`src/rtl/mandel_pkg.sv`:
```
// Shared definitions for the Mandelbrot pixel issue stage.
// Contents: the Q4.12 word format, the default frame window,
// the divergence counter width, the default drain depth and the
// issue FSM state encoding.
package mandel_pkg;

   localparam int FRAC_BITS = 12;
   localparam int WORD      = 16;
   localparam int DIV_W     = 8;

   localparam int DEF_PIPE_DEPTH = 64;

   // Default window: real axis starts at -2.0 and the imaginary axis
   // starts at +1.25, scanning top-left to bottom-right.
   localparam logic [WORD-1:0] DEF_X_START = 16'hE000;
   localparam logic [WORD-1:0] DEF_Y_START = 16'h1400;
   localparam logic [WORD-1:0] DEF_X_STEP  = 16'h0013;
   localparam logic [WORD-1:0] DEF_Y_STEP  = 16'h0015;

   typedef enum logic [1:0] {
      S_IDLE  = 2'd0,
      S_RUN   = 2'd1,
      S_FLUSH = 2'd2
   } state_t;

endpackage

```
`src/rtl/mandel_raster_ctr.sv`:
```
// Column/row raster counter pair.
// Ports:
//   Clk, Reset     clock, async active-high reset
//   en             advance one pixel (caller folds in stall)
//   clr            return to pixel (0,0)
//   col, row       current pixel position
//   eol            current pixel is the last in its row
//   eof            current pixel is the last in the frame
module mandel_raster_ctr #(
   parameter int H_RES = 640,
   parameter int V_RES = 480,
   parameter int COL_W = 10,
   parameter int ROW_W = 9
) (
   input  logic             Clk,
   input  logic             Reset,
   input  logic             en,
   input  logic             clr,
   output logic [COL_W-1:0] col,
   output logic [ROW_W-1:0] row,
   output logic             eol,
   output logic             eof
);

   assign eol = (col == COL_W'(H_RES - 1));
   assign eof = eol && (row == ROW_W'(V_RES - 1));

   always_ff @(posedge Clk or posedge Reset) begin
      if (Reset) begin
         col <= '0;
         row <= '0;
      end else if (clr) begin
         col <= '0;
         row <= '0;
      end else if (en) begin
         if (eol) begin
            col <= '0;
            row <= row + ROW_W'(1);
         end else begin
            col <= col + COL_W'(1);
         end
      end
   end

endmodule

```
`src/rtl/mandel_pixel_gen.sv`:
```
// Issue stage for the Mandelbrot divergence pipeline. Raster-scans an
// H_RES x V_RES frame, issuing one pixel (c1 + j*c2, Q4.12) per unstalled
// cycle, then PIPE_DEPTH bubbles to drain the pipe, then a frame_done pulse.
// Ports:
//   Clk, Reset            clock, async active-high reset
//   start                 begin a frame (honoured in IDLE only)
//   stall                 downstream hold; freezes state and outputs
//   x, y, div             pixel seed, always zero
//   c1, c2                complex constant of the issued pixel
//   no_op                 1 = bubble
//   pix_col, pix_row      sideband pixel position
//   busy                  frame in progress (RUN or FLUSH)
//   frame_done            one-cycle pulse at the end of FLUSH
module mandel_pixel_gen
   import mandel_pkg::*;
#(
   parameter int              H_RES      = 640,
   parameter int              V_RES      = 480,
   parameter logic [WORD-1:0] X_START    = DEF_X_START,
   parameter logic [WORD-1:0] Y_START    = DEF_Y_START,
   parameter logic [WORD-1:0] X_STEP     = DEF_X_STEP,
   parameter logic [WORD-1:0] Y_STEP     = DEF_Y_STEP,
   parameter int              PIPE_DEPTH = DEF_PIPE_DEPTH
) (
   input  logic             Clk,
   input  logic             Reset,
   input  logic             start,
   input  logic             stall,
   output logic [WORD-1:0]  x,
   output logic [WORD-1:0]  y,
   output logic [WORD-1:0]  c1,
   output logic [WORD-1:0]  c2,
   output logic [DIV_W-1:0] div,
   output logic             no_op,
   output logic [9:0]       pix_col,
   output logic [8:0]       pix_row,
   output logic             busy,
   output logic             frame_done
);

   localparam logic [6:0] PD = 7'(PIPE_DEPTH);

   state_t     state_q, state_d;
   logic [6:0] flush_cnt;
   logic       start_pend;
   logic       eol, eof;
   logic       go, adv, flush_end;

   // A start seen while stalled in IDLE is remembered and taken once the
   // stall drops. The frame_done cycle is excluded so a start there is lost.
   assign go        = (state_q == S_IDLE) && !stall && !frame_done && (start || start_pend);
   assign adv       = (state_q == S_RUN) && !stall;
   assign flush_end = (state_q == S_FLUSH) && !stall && (flush_cnt == PD);

   mandel_raster_ctr #(
      .H_RES (H_RES),
      .V_RES (V_RES),
      .COL_W (10),
      .ROW_W (9)
   ) u_ctr (
      .Clk   (Clk),
      .Reset (Reset),
      .en    (adv && !eof),   // position holds on the last pixel through FLUSH
      .clr   (flush_end),
      .col   (pix_col),
      .row   (pix_row),
      .eol   (eol),
      .eof   (eof)
   );

   always_ff @(posedge Clk or posedge Reset) begin
      if (Reset) state_q <= S_IDLE;
      else       state_q <= state_d;
   end

   always_comb begin
      state_d = state_q;
      unique case (state_q)
         S_IDLE:  if (go)        state_d = S_RUN;
         S_RUN:   if (adv && eof) state_d = S_FLUSH;
         S_FLUSH: if (flush_end) state_d = S_IDLE;
         default:                state_d = S_IDLE;
      endcase
   end

   always_comb begin
      no_op = (state_q != S_RUN);
      busy  = (state_q != S_IDLE);
      x     = '0;
      y     = '0;
      div   = '0;
   end

   // c1/c2 accumulate in plain 16-bit two's complement; overflow wraps.
   always_ff @(posedge Clk or posedge Reset) begin
      if (Reset) begin
         c1         <= X_START;
         c2         <= Y_START;
         flush_cnt  <= '0;
         frame_done <= 1'b0;
         start_pend <= 1'b0;
      end else begin
         frame_done <= flush_end;
         if (go)
            start_pend <= 1'b0;
         else if ((state_q == S_IDLE) && start && stall && !frame_done)
            start_pend <= 1'b1;
         if (flush_end) begin
            c1        <= X_START;
            c2        <= Y_START;
            flush_cnt <= '0;
         end else if ((state_q == S_FLUSH) && !stall) begin
            flush_cnt <= flush_cnt + 7'd1;
         end else if (adv) begin
            if (eof)
               flush_cnt <= 7'd1;
            else if (eol) begin
               c1 <= X_START;
               c2 <= c2 - Y_STEP;
            end else
               c1 <= c1 + X_STEP;
         end
      end
   end

endmodule

```
`config.mk`:
```
export PLATFORM = sky130hd
export DESIGN_NAME = mandel_pixel_gen
export DESIGN_NICKNAME = d
export VERILOG_FILES = /design/src/rtl/mandel_pkg.sv /design/src/rtl/mandel_raster_ctr.sv /design/src/rtl/mandel_pixel_gen.sv
export SDC_FILE = /design/constraint.sdc
export NUM_CORES = 1
export LEC_CHECK = 0
export CORE_MARGIN = 4
export CORE_UTILIZATION = 52
export CTS_BUF_LIST = sky130_fd_sc_hd__clkbuf_16
export DETAILED_ROUTE_END_ITERATION = 8
export GPL_TIMING_DRIVEN = 0
export HOLD_SLACK_MARGIN = 0.06
export PLACE_DENSITY = 0.85
export SLEW_MARGIN = 10
export SYNTH_ARGS = -nofsm -noshare
export SYNTH_HDL_FRONTEND = slang
export SYNTH_SLANG_ARGS = --single-unit
```
`constraint.sdc`:
```
create_clock -name Clk -period 4.7 [get_ports Clk]
set_clock_uncertainty 0.05 [all_clocks]
set_input_delay 0.94 -clock Clk [delete_from_list [all_inputs] [get_ports Clk]]
set_output_delay 0.94 -clock Clk [all_outputs]
set_load 0.01 [all_outputs]
```
Yosys cells after proc, flatten, opt, wreduce, memory -nomap -nowiden
Index checks and enable logic that the tools add are counted.
- $add $sub $neg: 5
- equal/unequal tests: 11
- muxes and demuxes: 26
- reductions and logical operators: 29
- operators by type and width (kind ; count):
    16-bit 2-to-1 mux ; 10
    10-bit 2-to-1 mux ; 3
    7-bit 2-to-1 mux ; 4
    9-bit 2-to-1 mux ; 3
    16-bit by 5-bit adder with 16-bit output (second input constant) ; 1
    16-bit by 5-bit subtractor with 16-bit output (second input constant) ; 1
    1-bit logical AND ; 12
    10-bit by 1-bit adder with 10-bit output (second input constant) ; 1
    10-bit == test (second input constant) ; 1
    2-bit nonzero test ; 5
    9-bit by 1-bit adder with 9-bit output (second input constant) ; 1
    9-bit == test (second input constant) ; 1
    7-bit by 1-bit adder with 7-bit output (second input constant) ; 1
    7-bit == test (second input constant) ; 1
    2-bit 2-to-1 mux ; 3
    2-bit by 1-bit inequality test with 1-bit output (second input constant) ; 3
    2-bit inequality test (second input constant) ; 3
    2-bit case mux with 3 select lines ; 1
    3-bit AND reduction ; 2
    3-bit nonzero test ; 2
    2-bit AND reduction ; 2
    4-bit AND reduction ; 1
    1-bit zero test ; 3
    2-bit by 1-bit == test with 1-bit output (second input constant) ; 1
    4 further kinds ; 5
- register bits after elaboration: 62
- output and inout bits: 94
- word-level logic and storage cells: 79

Longest topological paths before layout
Gate-level depths: netlist (run 1).
- word-level depth: 6
- mapped depth: 9

Hierarchy
A second synthesis (run 1) with hierarchy kept.
- cells, all modules: 402
- area, all modules: 3772.4 um2
- by module, submodules not included (module ; instances ; cells an instance ; area each (um2)):
    mandel_pixel_gen ; 1 ; 299 ; 2763.9
    mandel_raster_ctr ; 1 ; 103 ; 1008.5

Worst setup path after synthesis (run 1)
No wires, ideal clock.
- path kind: input port to flip-flop
- start point: input port stall
- end point: register c1[11]
- library setup time: 0.079 ns
- arrival: 2.610 ns
- slack: 1.962 ns
- cell stages on the path: 6
- path buffers: 1
- cells stage by stage: or3b_2 or3_4 and3_4 buf_6 or4_1 a21oi_1
- cells in the longest elaborated chain, start to end: 5
- elaborated cells between the ends (all ways): 9
- classes of those cells: eq/ne: 2; mux: 1; reduce/logical: 6
- ends and longest elaborated chain (item ; line ; source):
    from (decl) ; mandel_pixel_gen.sv:28 ; input logic stall,
    1-bit zero test (*) ; mandel_pixel_gen.sv:52, mandel_pixel_gen.sv:53, mandel_pixel_gen.sv:112 ;
    1-bit logical AND ; mandel_pixel_gen.sv:53, mandel_pixel_gen.sv:112 ;
    1-bit logical AND ; mandel_pixel_gen.sv:53 ; assign flush_end = (state_q == S_FLUSH) && !stall && (flush_cnt == PD);
    2-bit inequality test (no source line) (tied with other cells) ; -- ;
    3-bit AND reduction (no source line) ; -- ;
    to (signal assigned) ; mandel_pixel_gen.sv:121 ; c1 <= c1 + X_STEP;
    to (decl) ; mandel_pixel_gen.sv:31 ; output logic [WORD-1:0] c1,
Every way passes the cells marked *; elsewhere a longest branch is shown, timed or not.
A chain may end at the register's enable or synchronous reset.

Final worst setup path (run 1)
- start point: input port stall
- end point: register c1[12]
The elaborated chain is that of the path after synthesis.

==> results.json, run 1 <==
{
  "yosysSeqAreaShare_pct": 43.7,
  "antenna_left": 0,
  "nNetsFinal": 509,
  "core_sq_mm": 0.00649,
  "synth_xor_area_share_pct": 6.39,
  "cap_violations": 0,
  "synth.ff_latch_count": 62,
  "grt_use_total_pct": 22.0,
  "drc_errors": 0,
  "slew_headroom_pct": 46.5,
  "sw_frac_of_total_pct": 29.3,
  "cts.sinks": 62,
  "synth_cell_type_count": 52,
  "wl_met2_mm": 4.37,
  "initial_core_util_pct": 54.9,
  "comb_power_share_pct": 21.0,
  "drt-vias-per-instance": 5.62,
  "globalRouteOverflowTotal": 0,
  "num_rows": 29,
  "timing.rr.start": "flush_cnt[2]",
  "grt_pass1_wl_mm": 14.7,
  "critical_path_class": "in2reg",
  "pwr-share-seq_pct": 40.6,
  "synthSimpleGateAreaFrac_pct": 22.8,
  "grt_max_degree": 63,
  "vias": 3266,
  "crit_path_start_kind": "primary input",
  "postCtsSetupRepairBufs": 0,
  "area_delta_synth_final_pct": 31.1,
  "finalCritPeriodShare_pct": 67.7,
  "die_x_um": 90.8,
  "wirelength_mm": 8.90,
  "place.gp.congestion": 0.875,
  "synthTopCellsByCount": "dfrtp_1 (57), nor2_1 (41), buf_4 (40)",
  "dieArea_sq_mm": 0.00825,
  "worst_pin_slew_ps": 796,
  "ioPinCount": 98,
  "ctsResizeCount": 0,
  "regToRegSetupSlack_ps": 2070,
  "synthAdderAreaFrac_pct": 2.11,
  "drtIter0Drc": 140,
  "ys.flop_type": "dfrtp_1",
  "ir_drop_uv": 230,
  "cts_buffers": 9,
  "synth_top_family_by_area": "simple AND/OR/NAND/NOR gates",
  "highest_layer": "met4",
  "worstReg2RegEnd": "u_ctr.col[4]",
  "p_per_area_mw_per_mm2": 359,
  "hpwlAfterDp_mm": 6.30,
  "synth.most_common_cell": "dfrtp_1",
  "drv_slew": 0,
  "yosysTopAreaCellShare_pct": 40.0,
  "synth_compound_area_share_pct": 13.3,
  "period_needed_ps": 3180,
  "power.internal_w": 0.00119,
  "switchingPower_w": 0.000492,
  "path_max_fanout": 10,
  "setup_viol": 0,
  "placed_area_sq_mm": 0.00438,
  "netlist_area_sq_mm": 0.00357,
  "stdcell_area_sq_mm": 0.00467,
  "die_h_um": 90.8,
  "antenna_found_initial": 0,
  "holdCritStartpoint": "flush_cnt[6]",
  "multi_input_area_sq_mm": 0.00175,
  "rsz0062_at_grt": "false",
  "seq_area_sq_mm": 0.00156,
  "dr.pass1.iters": 5,
  "cts_tree": "done",
  "hp-class": "reg2reg",
  "clkPwrFrac_pct": 38.4,
  "status": "complete, no violations",
  "worstPathArrival_ps": 3380,
  "whs_ps": 435,
  "cp.required_ps": 4900,
  "r2r_cells": 6,
  "hold_depth": 1,
  "cp-end-kind": "flop",
  "grt_pass1_vias": 3042,
  "wl_met1_mm": 3.57,
  "clock.fmax_mhz": 314,
  "ys_warn_count": 0,
  "clock_latency_ps": 330,
  "wl_per_cell_um": 15.3,
  "ctsHoldBuffers": 0,
  "synth_enable_flop_cells": 0,
  "clk_path_buf_depth": 2,
  "min_to": "flush_cnt[6]",
  "synth.area.top_cells": "dfrtp_1 (40%), buf_4 (8.4%), o21ai_0 (4.5%)",
  "setup-tns-final_ps": 0,
  "io_buffers": 57,
  "clk_pin_slew_worst_paths_ps": 50,
  "fillerInstances": 486,
  "cts-root-buf": "clkbuf_16",
  "finalHoldViolCount": 0,
  "synth_cells": 392,
  "async_flop_share_pct": 100,
  "antenna_cells": 0,
  "cts-htree-levels": 3,
  "final_util_pct": 72.0,
  "drive_above_1_share_pct": 13.7,
  "power.leakage_nw": 2.11,
  "dr_wl_met3_um": 762,
  "synth.area.mux_share_pct": 0.281,
  "yosysTopAreaCell": "dfrtp_1",
  "postSynthAreaPerCell_sq_um": 9.10
}
==> routing by layer <==
metal  vias up  track usage [%]
li1       1541                -
met1      1532             27.3
met2       174             36.2
met3        19             5.00
met4         0             10.9
met5         -                0
==> final cells by class <==
| class | count | area share (%) |
|---|---|---|
| clock buffer | 9 | 4.82 |
| sequential | 62 | 33.3 |
| buffer | 53 | 7.63 |
| inverter | 12 | 1.02 |
| multi-input combinational | 304 | 37.5 |
| tap | 77 | 2.06 |
| clock inverter | 7 | 1.42 |
| timing repair buffer | 57 | 12.2 |
==> flip-flops by register name, indices dropped and copies added, names as in the netlist <==
signal / cells
state_q: 2
frame_done: 1
start_pend: 1
flush_cnt: 7
u_ctr.row: 9
u_ctr.col: 10
c2: 16
c1: 16
==> per-stage QoR <==
step | setup WS, ps | instances | power, W
floorplan | 1960 | 431 | 0.000869
global placement | 1120 | 565 | 0.00102
detailed placement | 1180 | 565 | 0.00104
CTS | 1540 | 581 | 0.00168
global route | 1280 | 581 | 0.00176
finish | 1520 | 581 | 0.00168
==> critical path, stage by stage <==
cell	delay, ps
clkdlybuf4s50_1	480
nor3b_1	490
o21ai_1	380
and3_4	310
buf_6	130
or4_1	490
a21oi_1	160
==> cells in the final DEF (no fill, tap or decap), types with 6 or more instances in the layout <==
cell type / count
o31ai_1: 6
clkbuf_16: 9
nor3_1: 11
o21ai_0: 32
or3_1: 10
clkbuf_1: 10
conb_1: 40
xnor2_1: 16
and3_1: 6
dfrtp_1: 57
nand2_1: 19
ha_1: 6
a21oi_1: 19
buf_4: 40
nand4_1: 17
inv_1: 11
nand3_1: 9
or4_1: 6
clkdlybuf4s50_1: 57
nor2_1: 41
xor2_1: 10
a31oi_1: 6
==> worst max-delay path by stage <==
| stage | start | endpoint | slack [ps] | cells past startpoint |
|---|---|---|---|---|
| 4_1_cts | stall | u_ctr.col[4] | 1540 | 7 |
| 3_5_place_dp | stall | u_ctr.col[4] | 1180 | 7 |
| 6_report | stall | c1[12] | 1520 | 7 |
| 2_1_floorplan | stall | c1[11] | 1960 | 6 |
| 3_3_place_gp | Reset | u_ctr.col[5] | 1120 | 2 |
| 5_1_grt | stall | c2[6] | 1280 | 7 |
==> cell families (layout without fill, tap and decap cells) <==
kind of cell | after synthesis | after routing
buffers and inverters | 65 | 138
and+or+nand+nor | 150 | 150
xor gates and xnor gates | 26 | 26
other | 1 | 40
AOI/OAI and AO/OA | 81 | 81
DFF | 62 | 62
adders and majority gates | 6 | 6
muxes | 1 | 1
==> power groups by stage <==
stage / clock [W] / sequential [W] / combinational (W)
after floorplan: 0 / 0.000694 / 0.000175
after global placement: 0 / 0.000681 / 0.000339
after detailed placement: 0 / 0.000688 / 0.000351
after CTS: 0.000652 / 0.000679 / 0.000353
after global routing: 0.000684 / 0.000694 / 0.000387
final: 0.000645 / 0.000681 / 0.000352
Note: power is estimated with default switching activity, not from simulation.
==> run 2: changes to the inputs <==
--- a/config.mk
+++ b/config.mk
@@ -6,12 +6,12 @@
 export NUM_CORES = 1
 export LEC_CHECK = 0
 export CORE_MARGIN = 4
-export CORE_UTILIZATION = 52
+export CORE_UTILIZATION = 44
 export CTS_BUF_LIST = sky130_fd_sc_hd__clkbuf_16
 export DETAILED_ROUTE_END_ITERATION = 8
 export GPL_TIMING_DRIVEN = 0
 export HOLD_SLACK_MARGIN = 0.06
-export PLACE_DENSITY = 0.85
+export PLACE_DENSITY = 0.77
 export SLEW_MARGIN = 10
 export SYNTH_ARGS = -nofsm -noshare
 export SYNTH_HDL_FRONTEND = slang
==> constraint.sdc (replaced) <==
create_clock -name Clk -period 2.8 [get_ports Clk]
set_clock_uncertainty 0.05 [all_clocks]
set_input_delay 0.56 -clock Clk [delete_from_list [all_inputs] [get_ports Clk]]
set_output_delay 0.56 -clock Clk [all_outputs]
set_load 0.01 [all_outputs]
==> run 2 against run 1 <==
Design area rose by 0.11%. Sequential cell count did not move. Utilization fell by 12 points. Combinational power rose by 65%. Critical endpoint is now c1[11]. Register-to-register slack got worse by 1800 ps. Worst setup slack got worse by 1400 ps. Die area rose by 17%. Non-clock buffer count did not move. Clock-buffer cell count did not move. Sequential share of layout area barely moved. Sequential power rose by 67%. Critical path depth did not move.
==> results.json, run 2 (synthesized netlist as in run 1, its figures left out) <==
{
  "drv_slew": 0,
  "path_max_fanout": 10,
  "slew_headroom_pct": 46.0,
  "ioPinCount": 98,
  "cts-root-buf": "clkbuf_16",
  "wirelength_mm": 8.65,
  "vias": 3146,
  "drt-vias-per-instance": 5.20,
  "worst_pin_slew_ps": 804,
  "nNetsFinal": 509,
  "switchingPower_w": 0.000780,
  "max_stage_delay_ps": 490,
  "cts-htree-levels": 3,
  "antenna_found_initial": 0,
  "cp_slowest_cell": "clkdlybuf4s50_1",
  "power.leakage_nw": 2.13,
  "critical_path_class": "in2reg",
  "grt_use_total_pct": 18.4,
  "clock.fmax_mhz": 378,
  "num_rows": 32,
  "hpwlAfterDp_mm": 6.14,
  "area_delta_synth_final_pct": 31.2,
  "path_cells": "clkdlybuf4s50_1, or3b_2, or3_4, and3_4, buf_6, or4_1, a21oi_1",
  "globalRouteOverflowTotal": 0,
  "die_h_um": 98.0,
  "dr.pass1.iters": 4,
  "cp.required_ps": 3000,
  "clk_path_buf_depth": 2,
  "setup_viol": 0,
  "die_x_um": 98.0,
  "rsz0062_at_grt": "false",
  "cts.sinks": 62,
  "finalHoldViolCount": 0,
  "drive_above_1_share_pct": 13.9,
  "setup-tns-final_ps": 0,
  "clock_latency_ps": 330,
  "regToRegSetupSlack_ps": 290,
  "hp-class": "reg2reg",
  "sw_frac_of_total_pct": 29.3,
  "stdcell_area_sq_mm": 0.00468,
  "pwr-share-seq_pct": 42.7,
  "reg.largest.list": "c1: 16 flops, c2: 16 flops, u_ctr.col: 10 flops",
  "finalCritPeriodShare_pct": 94.5,
  "power.internal_w": 0.00189,
  "drc_errors": 0,
  "clkPwrFrac_pct": 35.4,
  "period_needed_ps": 2650,
  "status": "complete, no violations",
  "cts_tree": "done",
  "drtIter0Drc": 159,
  "grt_pass1_vias": 3054,
  "io_buffers": 57,
  "comb_power_share_pct": 21.8,
  "p_per_area_mw_per_mm2": 570,
  "cap_violations": 0,
  "grt_pass1_wl_mm": 14.5,
  "dieArea_sq_mm": 0.00961,
  "final_cell_mix": "dfrtp_1 (57), clkdlybuf4s50_1 (57), nor2_1 (41)",
  "antenna_left": 0,
  "initial_core_util_pct": 45.7,
  "place.gp.congestion": 0.905,
  "cts_buffers": 9,
  "whs_ps": 446,
  "cp-end-kind": "flop",
  "core_sq_mm": 0.00781,
  "antenna_cells": 0,
  "placed_area_sq_mm": 0.00441,
  "fillerInstances": 677,
  "wl_per_cell_um": 14.3,
  "grt_max_degree": 63,
  "clk_pin_slew_worst_paths_ps": 50,
  "postCtsSetupRepairBufs": 0,
  "ir_drop_uv": 376,
  "worstPathArrival_ps": 2840,
  "crit_path_start_kind": "primary input"
}
run 2: cell types whose count changed in the layout (fill, tap and decap cells not counted), sizes merged:
cell      before  now
buf           43   41
bufinv         1    0
clkinvlp       3    0
clkinv         3    4
clkbuf        19   21
inv           12   14
run 2: layer usage:
metal | GRT usage [%] | up-vias | wire, um
met5 | 0 | - | 0
met4 | 5.86 | 0 | 118
met3 | 5.57 | 10 | 505
met2 | 31.5 | 95 | 4270
met1 | 22.3 | 1503 | 3750
li1 | - | 1538 | -
run 2: area by class of cell:
type / instances / area, sq um / area share, %
timing repair buffer: 57 / 571 / 12.2
clock buffer: 9 / 225 / 4.81
multi-input combinational: 304 / 1770 / 37.7
buffer: 53 / 360 / 7.70
clock inverter: 6 / 23.8 / 0.508
inverter: 12 / 47.5 / 1.02
tap: 102 / 128 / 2.73
sequential: 62 / 1560 / 33.3
run 2: stage by stage:
| step | worst slack (ps) | utilization (%) | power, W | cells |
|---|---|---|---|---|
| 6_report | 153 | 59.9 | 0.00267 | 605 |
| 5_1_grt | 40.6 | 59.9 | 0.00281 | 605 |
| 4_1_cts | 13.3 | 59.7 | 0.00268 | 605 |
| 3_5_place_dp | -372 | 56.5 | 0.00173 | 590 |
| 3_3_place_gp | -422 | 56.5 | 0.00171 | 590 |
| 2_1_floorplan | 442 | - | 0.00146 | 431 |
run 2: worst paths after layout:
path | start | endpoint | cells after the start
max reg2reg | u_ctr.col[0] | c2[7] | 7
min | flush_cnt[6] | flush_cnt[6] | 1
min reg2reg | flush_cnt[6] | flush_cnt[6] | 1
max in group asynchronous | Reset | state_q[0] | 2
max | stall | c1[11] | 7
min in group asynchronous | Reset | c2[11] | 2
run 2: critical path, delay by kind of cell:
family,cells,cell delay (ps)
compound gates,1,160
buf+inv,2,620
simple gates,4,1490
run 2: power groups by stage:
| stage | sequential, W | clock [W] | combinational (W) |
|---|---|---|---|
| 6_report | 0.00114 | 0.000944 | 0.000582 |
| 5_1_grt | 0.00116 | 0.000999 | 0.000649 |
| 4_1_cts | 0.00114 | 0.000959 | 0.000583 |
| 3_5_place_dp | 0.00115 | 0 | 0.000581 |
| 3_3_place_gp | 0.00114 | 0 | 0.000570 |
| 2_1_floorplan | 0.00116 | 0 | 0.000293 |
run 2: repair_timing:
| item | in CTS | in global routing |
|---|---|---|
| gates resized for setup | 1 | 5 |
| pin swaps | 0 | 0 |
| endpoints found under the setup margin | 10 | 36 |
| hold buffers | 0 | 0 |
